File: src/rtl/pipelined_wide_adder_pkg.sv
// Shared helpers for the chunked carry-pipelined adder: stage-count derivation.
package pipelined_wide_adder_pkg;

  function automatic int calc_stages(input int width, input int chunk);
    return width / chunk;
  endfunction

endpackage

File: src/rtl/pipelined_wide_adder_add_chunk.sv
// add_chunk: W-bit combinational ripple adder slice, no state, no flow control.
module add_chunk #(
  parameter int W = 4
) (
  output logic [W-1:0] s,
  output logic         cout,
  input  logic [W-1:0] a,
  input  logic [W-1:0] b,
  input  logic         cin
);

  assign {cout, s} = {1'b0, a} + {1'b0, b} + {{W{1'b0}}, cin};

endmodule

File: src/rtl/pipelined_wide_adder.sv
// Carry-pipelined add/sub, one CHUNK slice per stage; latency STAGES, whole pipe holds when in_ready==0.
// Optional PIPE_ADD_OVF_EN adds a pipelined signed-overflow output (ovf).
module pipelined_wide_adder
  import pipelined_wide_adder_pkg::*;
#(
  parameter int WIDTH = 16,
  parameter int CHUNK = 4
) (
  input  logic             clk,
  input  logic             reset_n,
  input  logic             in_valid,
  output logic             in_ready,
  input  logic [WIDTH-1:0] a,
  input  logic [WIDTH-1:0] b,
  input  logic             cin,
  input  logic             sub,
  output logic             out_valid,
  input  logic             out_ready,
  output logic [WIDTH-1:0] sum,
  output logic             cout
`ifdef PIPE_ADD_OVF_EN
  ,
  output logic             ovf
`endif
);

  localparam int STAGES = calc_stages(WIDTH, CHUNK);

  if (WIDTH % CHUNK != 0) begin : g_bad_cfg
    $error("pipelined_wide_adder: WIDTH must be a multiple of CHUNK");
  end

  logic [STAGES-1:0] r_vld;
  logic [STAGES-1:0] r_c;
  logic [STAGES-1:0] w_vin;
  logic [STAGES-1:0] w_en;
  logic [STAGES-1:0] w_cin;
  logic [STAGES-1:0] w_co;
  logic              w_adv;
  logic              w_c0;
  logic [WIDTH-1:0]  w_b_eff;
  logic [CHUNK-1:0]  w_a_st [STAGES];
  logic [CHUNK-1:0]  w_b_st [STAGES];
  logic [CHUNK-1:0]  w_s_st [STAGES];

  assign out_valid = r_vld[STAGES-1];
  assign in_ready  = ~out_valid | out_ready;
  assign w_adv     = in_ready;
  assign w_b_eff   = sub ? ~b : b;
  assign w_c0      = sub ? ~cin : cin;
  assign cout      = r_c[STAGES-1];
  // A stage register only loads when valid data is entering it, so idle outputs keep their value.
  assign w_en      = w_vin & {STAGES{w_adv}};

  always_ff @(posedge clk) begin
    if (!reset_n) begin
      r_vld <= '0;
      r_c   <= '0;
    end else begin
      if (w_adv) r_vld <= w_vin;
      for (int k = 0; k < STAGES; k++) begin
        if (w_en[k]) r_c[k] <= w_co[k];
      end
    end
  end

  for (genvar j = 0; j < STAGES; j++) begin : g_slice
    if (j == 0) begin : g_direct
      assign w_vin[0]  = in_valid;
      assign w_cin[0]  = w_c0;
      assign w_a_st[0] = a[CHUNK-1:0];
      assign w_b_st[0] = w_b_eff[CHUNK-1:0];
    end else begin : g_skew
      logic [CHUNK-1:0] r_ask [j];
      logic [CHUNK-1:0] r_bsk [j];

      assign w_vin[j] = r_vld[j-1];
      assign w_cin[j] = r_c[j-1];

      always_ff @(posedge clk) begin
        if (!reset_n) begin
          for (int i = 0; i < j; i++) begin
            r_ask[i] <= '0;
            r_bsk[i] <= '0;
          end
        end else begin
          if (w_en[0]) begin
            r_ask[0] <= a[j*CHUNK +: CHUNK];
            r_bsk[0] <= w_b_eff[j*CHUNK +: CHUNK];
          end
          for (int i = 1; i < j; i++) begin
            if (w_en[i]) begin
              r_ask[i] <= r_ask[i-1];
              r_bsk[i] <= r_bsk[i-1];
            end
          end
        end
      end

      assign w_a_st[j] = r_ask[j-1];
      assign w_b_st[j] = r_bsk[j-1];
    end

    add_chunk #(.W(CHUNK)) u_add (
      .s    (w_s_st[j]),
      .cout (w_co[j]),
      .a    (w_a_st[j]),
      .b    (w_b_st[j]),
      .cin  (w_cin[j])
    );

    // Deskew: slice j finishes at stage j and waits STAGES-1-j more stages for the upper slices.
    logic [CHUNK-1:0] r_res [STAGES-j];

    always_ff @(posedge clk) begin
      if (!reset_n) begin
        for (int i = 0; i < STAGES - j; i++) r_res[i] <= '0;
      end else begin
        if (w_en[j]) r_res[0] <= w_s_st[j];
        for (int i = 1; i < STAGES - j; i++) begin
          if (w_en[j+i]) r_res[i] <= r_res[i-1];
        end
      end
    end

    assign sum[j*CHUNK +: CHUNK] = r_res[STAGES-j-1];
  end

`ifdef PIPE_ADD_OVF_EN
  logic r_ovf;

  always_ff @(posedge clk) begin
    if (!reset_n) begin
      r_ovf <= 1'b0;
    end else if (w_en[STAGES-1]) begin
      r_ovf <= (w_a_st[STAGES-1][CHUNK-1] == w_b_st[STAGES-1][CHUNK-1]) &&
               (w_s_st[STAGES-1][CHUNK-1] != w_a_st[STAGES-1][CHUNK-1]);
    end
  end

  assign ovf = r_ovf;
`endif

endmodule

File: config.mk
export PLATFORM = sky130hd
export DESIGN_NAME = pipelined_wide_adder
export DESIGN_NICKNAME = d
export VERILOG_FILES = /design/src/rtl/pipelined_wide_adder_pkg.sv /design/src/rtl/pipelined_wide_adder_add_chunk.sv /design/src/rtl/pipelined_wide_adder.sv
export SDC_FILE = /design/constraint.sdc
export NUM_CORES = 1
export LEC_CHECK = 0
export CAP_MARGIN = 20
export CORE_MARGIN = 2
export CORE_UTILIZATION = 45
export DETAILED_ROUTE_END_ITERATION = 16
export PLACE_DENSITY_LB_ADDON = 0.05
export SETUP_SLACK_MARGIN = 0.2
export SYNTH_ARGS = -nofsm -noshare
export SYNTH_HDL_FRONTEND = slang
export SYNTH_SLANG_ARGS = --single-unit
File: constraint.sdc
create_clock -name clk -period 2.8 [get_ports clk]
set_input_delay 0.56 -clock clk [delete_from_list [all_inputs] [get_ports clk]]
set_output_delay 0.56 -clock clk [all_outputs]
set_load 0.1 [all_outputs]
==> results.json <==
{
  "status": "complete, no violations",
  "critPathMaxFanout": 11,
  "place_ws_ns": 0.168,
  "finalClockSkew_ns": 0.00789,
  "vias": 2476,
  "totalPowerFinal_mw": 3.12,
  "period_share_pct": 84.3,
  "synth.avg_cell_area_um2": 13.4,
  "n_fill_cell": 846,
  "drv_slew": 0,
  "critical_path_required_ns": 2.24,
  "synth.top_cells.by_area": "edfxtp_1 60%, and2_1 7.0%, dfxtp_1 3.6%, fa_1 3.6%, ha_1 3.4%",
  "syn_inst": 332,
  "row_count": 36,
  "cts_buffers": 9,
  "ios": 57,
  "setup_violations": 0,
  "htreeDepth": 3,
  "final_nets": 451,
  "n_antenna_cell": 0,
  "grt-ovfl-total": 0,
  "maxCapViolations": 0,
  "final_common_cell": "edfxtp_1",
  "design.core.area_um2": 9680,
  "crit_slowest_cell": "clkdlybuf4s50_1",
  "p_seq_share_pct": 54.7,
  "period_needed_ns": 2.36,
  "p_leak_nw": 2.12,
  "cp-start-kind": "primary input",
  "hold_viol": 0,
  "placed_cell_area_um2": 5110,
  "ys_ff_latch": 96,
  "p_switching_uw": 756,
  "vdd_drop_max_v": 0.000220,
  "yosysWarnings": 0,
  "ys_types": 41,
  "finalWorstSetupSlack_ns": 0.440,
  "clk_pin_slew_ns": 0.09,
  "clockBufferDepth": 2,
  "fin_hold_ws_ns": 0.523,
  "cts_tree": "done",
  "cts_post_setup_buffers_inserted": 0,
  "io_buffer_count": 56,
  "grt_use_total_pct": 13.7,
  "synth_edf_count": 88,
  "ys.flop_type": "edfxtp_1",
  "antenna_found_initial": 0,
  "min_path_type": "flop to flop",
  "firstDrtPassIters": 4,
  "syn-num-nets": 390,
  "hpwl_mm": 5.18,
  "synth_top_area_share_pct": 59.5,
  "end_kind": "output pin",
  "grt_pass1_wl_mm": 11.0,
  "power_frac_comb_pct": 14.4,
  "start_util_pct": 45.9,
  "gp_congestion": 0.764,
  "fp.dieW_um": 103,
  "clk_root_buffer_cell": "clkbuf_8",
  "p_sw_share_pct": 24.2,
  "tns_ns": 0,
  "crit_type": "primary input to output pin",
  "async_reset_ff_share_pct": 0,
  "drc_errors": 0,
  "grt_max_degree": 21,
  "synth_area_um2": 4440,
  "path_cells": "clkdlybuf4s50_1, nor2b_4, inv_1, buf_4, buf_12",
  "syn_to_final_growth_pct": 19.8,
  "fmax_ghz": 0.424,
  "rsz0062_at_grt": "no",
  "max_slew_margin_pct": 66.5,
  "routedWlPerCell_um": 12.8,
  "design.die.area_um2": 10700,
  "critPathArrivalTime_ns": 1.80,
  "clock_latency_ns": 0.35,
  "ys_seq_area_share_pct": 63.1,
  "via_per_inst": 4.66,
  "drt_iter0_markers": 73,
  "drive_gt1_share_pct": 14.6,
  "slowest_delay_ns": 0.51,
  "layout_common_cells": "88 x edfxtp_1, 50 x and2_1, 37 x clkdlybuf4s50_1",
  "first_global_vias": 2373,
  "p_int_mw": 2.37,
  "routed_wl_mm": 6.81,
  "p_per_area_nw_per_um2": 587,
  "cts_hold_buf": 0,
  "yosysTopAreaCell": "edfxtp_1",
  "ant_nets": 0,
  "stdcell_area_um2": 5320,
  "worst_pin_slew_ns": 0.500,
  "pwr-share-clk_pct": 30.9,
  "numClockSinks": 96,
  "die_h_um": 103,
  "cts_resized": 0
}
[metrics by stage]
step | std cells | utilization [%]
finish | 531 | 54.9
global route | 531 | 54.9
CTS | 531 | 54.9
detailed placement | 515 | 52.8
global placement | 515 | 52.8
floorplan | 332 | -
[registers in the layout, summed over array words and instances, names as in the netlist]
name and count:
r_c 4, r_vld 4, g_slice.g_skew.r_bsk 24, g_slice.g_skew.r_ask 24
g_slice.r_res 40
[cell type report]
class,instances,area [µm²],share of cell area (%)
Clock buffer,11,131,2.47
Inverter,14,55.1,1.03
Timing Repair Buffer,72,646,12.1
Tap cell,133,166,3.13
Multi-Input combinational cell,200,1440,27.0
Sequential cell,96,2800,52.7
Clock inverter,5,80.1,1.51
[kinds of logic after synthesis]
| group | share of synthesized area [%] |
|---|---|
| fa+ha+maj | 6.99 |
| simple gates | 17.0 |
| compound gates | 4.65 |
| xor+xnor | 3.75 |
| buf+inv | 4.48 |
| flops | 63.1 |
[synthesized netlist by cell type (4+ instances only)]
cell,number
and3_1,16
and2_1,50
nor2_1,23
fa_1,8
clkbuf_1,6
xnor2_1,16
edfxtp_1,88
nor3_1,8
o21ai_0,7
nor2b_1,4
buf_4,9
inv_1,13
a21oi_1,8
ha_1,12
nand2_1,13
dfxtp_1,8
or3_4,4
[power groups by stage]
stage	Sequential [mW]	Clock [mW]	Combinational [mW]
3_5_place_dp	1.74	0	0.457
3_3_place_gp	1.74	0	0.452
2_1_floorplan	1.78	0	0.278
4_1_cts	1.71	0.991	0.459
5_1_grt	1.72	1.05	0.501
6_report	1.71	0.963	0.451
[metal layers]
| layer | vias to the layer above | global-route usage [%] | share of wire [%] |
|---|---|---|---|
| li1 | 1282 | - | - |
| met1 | 1142 | 18.1 | 48 |
| met2 | 48 | 22.0 | 48 |
| met3 | 4 | 3.56 | 3.5 |
| met4 | 0 | 4.55 | 0.65 |
| met5 | - | 0 | 0 |
[path summary, 6_finish.rpt]
| kind | startpoint | to | slack, ns | cells past startpoint |
|---|---|---|---|---|
| setup / recovery | out_ready | in_ready | 0.44 | 5 |
| hold / removal | g_slice[2].g_skew.r_bsk[0][0] | g_slice[2].g_skew.r_bsk[0][4] | 0.52 | 1 |
| setup reg to reg | g_slice[3].g_skew.r_bsk[0][8] | r_c[3] | 0.87 | 5 |
| hold reg to reg | g_slice[2].g_skew.r_bsk[0][0] | g_slice[2].g_skew.r_bsk[0][4] | 0.52 | 1 |
[worst max-delay path, delay by kind of cell]
kind          cells  cell delay (ns)
buf+inv           4             1.17
simple gates      1             0.05
(Power assumes the default switching activity.)
==> patch: new RTL, same settings <==
Change the parameter `CHUNK` from 4 to 8.
--- a/src/rtl/pipelined_wide_adder.sv
+++ b/src/rtl/pipelined_wide_adder.sv
@@ -5,5 +5,5 @@
 #(
   parameter int WIDTH = 16,
-  parameter int CHUNK = 4
+  parameter int CHUNK = 8
 ) (
   input  logic             clk,
Behaviour: not the same (Yosys sat finds a counterexample within 4 cycles, from zero or initial values and one cycle with reset_n low).
==> patch against the original RTL <==
Design area down 37%. Via count down 27%. Total power down 41%. Synthesized area down 42%. Setup slack worse by 120 ps. Global-route usage up 1.9 points. Sequential cell count down 52. Wire length down 33%.
==> patch: results (changes against the original RTL) <==
The number of buffers added by the clock tree synthesis step came out at 5 (-4). The worst hold path terminates at r_c[1]$_SDFFE_PN0P_. The half-perimeter wire length of the detailed placement result is 3680 µm (-29%).

The global placement routability congestion is 0.759 (-0.67%). The number of optimization iterations in the first detailed-route pass is 4 (unchanged). After synthesis, the cell types taking the most area are edfxtp_1 (47%), ha_1 (6.8%), nor2b_1 (3.6%). The largest net degree at the start of global routing came to 17 (-19%). The clock-pin slew reported for the worst setup and hold paths after clock tree synthesis is 80 ps.

The post-route clock skew is 3.86 ps (-4.04 ps). The global-route wire length before repair came out at 7600 µm (-31%). The global-route total usage across every layer came out at 0.155 (+0.0185).

The post-detailed-route wirelength per cell came out at 12.5 µm (-2.4%). The clock latency of the later-clocked register in the worst-skew pair came out at 290 ps (-60 ps). The leakage dissipation is 1.35 nW (-36%). The critical path data arrival time came out at 2510 ps (+710 ps). The count of warnings emitted by yosys came out at 0 (unchanged).

The worst-path maximum fanout came out at 3 (-8). The number of cells traversed by the worst register-to-register path is 6 (+1). The depth of the worst hold-timing path came out at 2 (+1). The highest ir drop seen on vdd is 231 µV (+4.9%). The clock root buffer master is clkbuf_8.

The pin slew with the least headroom to its limit was 412 ps (-88.1 ps). The total of cells resized after clock tree synthesis came out at 1 (+1). The number of antenna cells inserted is 0 (unchanged).

The number of enable-type register cells in the synthesized netlist came out at 40 (-55%). The total setup buffers inserted after CTS came to 0 (unchanged). The worst hold-check path type is reg -> reg. The via count of the first global-routing pass is 1720 (-28%). The initial antenna violation count came out at 0 (unchanged). The register-to-register setup slack came out at 430 ps (-440 ps).

The sequential cell area fraction in the yosys report was 0.497 (-0.134). The run finished with clean final reports. The count of different cell masters after synthesis is 43 (+4.9%). The worst hold path begins at r_c[1]$_SDFFE_PN0P_.

The count of buffers inserted at the top-level ports came out at 56 (unchanged). The post-layout net count came out at 346 (-23%). The worst register-to-register path begins at g_slice[1].g_skew.r_bsk[0][0]$_SDFFCE_PN0P_.

The largest registers in the layout are g_slice.r_res (24), g_slice.g_skew.r_ask (8), g_slice.g_skew.r_bsk (8). The worst register-to-register path ends at g_slice[1].r_res[0][6]$_SDFFCE_PN0P_. The net count after synthesis was 282 (-28%).

The buffer levels on the longest clock path is 2 (unchanged). The fraction of registers with async set/reset is 0 (unchanged). The cell area reported after detailed placement is 0.00322 mm² (-37%). The ratio of cells with drive above 1 in the final layout is 0.182 (+0.0364). In the synthesized netlist, the cells that appear most often are edfxtp_1 (40), nor2_1 (19), nor2b_1 (15). The total number of vias came out at 1815 (-27%). The violation count after the first detailed-route iteration came out at 109 (+49%). The count of H-tree levels built during CTS came to 2 (-1).
==> patch: cell types whose count changed after synthesis, sizes merged, moves of 7 or more <==
cell / unedited run / this run
and3: 16 / 1
inv: 14 / 4
nor2b: 5 / 16
edfxtp: 88 / 40
xnor2: 16 / 9
and2: 50 / 10
==> patch: metal layers <==
layer,global-route usage,up-vias,part of all wire,wire (µm)
met1,0.198,813,0.46,2070
met3,0.0396,5,0.070,318
met2,0.262,58,0.46,2110
li1,-,939,-,-
met5,0,-,0,0
met4,0.0414,0,0.0093,42
==> patch: kinds of logic (layout without fill, tap and decap cells) <==
family	after synthesis	count (layout)	synth area share
adders and majority gates	18	18	0.0991
AOI/OAI and AO/OA	39	39	0.100
xor gates and xnor gates	18	18	0.0612
and+or+nand+nor	84	84	0.182
buffers and inverters	20	85	0.0481
DFF	44	44	0.497
muxes	3	3	0.0126
==> patch: how the worst max path moves through the flow <==
stage / startpoint / endpoint / cells past startpoint
final: b[0] / g_slice[0].r_res[0][6]$_SDFFCE_PN0P_ / 9
after detailed placement: sub / g_slice[0].r_res[0][6]$_SDFFCE_PN0P_ / 9
after global placement: sub / g_slice[0].r_res[0][6]$_SDFFCE_PN0P_ / 9
after global routing: b[0] / g_slice[0].r_res[0][6]$_SDFFCE_PN0P_ / 9
after floorplan: sub / g_slice[0].r_res[0][6]$_SDFFCE_PN0P_ / 10
after CTS: b[0] / g_slice[0].r_res[0][6]$_SDFFCE_PN0P_ / 9
==> patch: critical path, cell delays in order <==
cell	delay (ps)
clkdlybuf4s50_1	470
xor2_1	190
fa_1	270
inv_1	70
fa_1	380
nor2b_1	170
o31a_1	170
o22ai_1	110
mux2i_1	130
==> patch: layout make-up <==
class,instances,area [µm²]
Sequential cell,44,1280
Tap cell,72,90.1
Clock buffer,5,68.8
Inverter,5,23.8
Multi-Input combinational cell,162,1180
Clock inverter,3,42.5
Fill cell,499,2170
Timing Repair Buffer,72,644
==> patch: stage by stage <==
step           setup TNS (ps)   util  setup slack [ps]  cells  hold slack (ps)
4_1_cts                     0  0.604               323    363              521
2_1_floorplan               0      -               225    226              509
3_5_place_dp             -633  0.584              -162    355              504
5_1_grt                     0  0.605               213    363              557
6_report                    0  0.605               324    363              512
3_3_place_gp             -528  0.584              -142    355              487
==> patch: power by group <==
| group | leakage [nW] | total (mW) | switching [mW] | internal (mW) |
|---|---|---|---|---|
| Sequential | 0.465 | 0.805 | 0.0210 | 0.784 |
| Combinational | 0.833 | 0.554 | 0.338 | 0.216 |
| Clock | 0.0541 | 0.474 | 0.210 | 0.264 |
| Total | 1.35 | 1.83 | 0.569 | 1.26 |
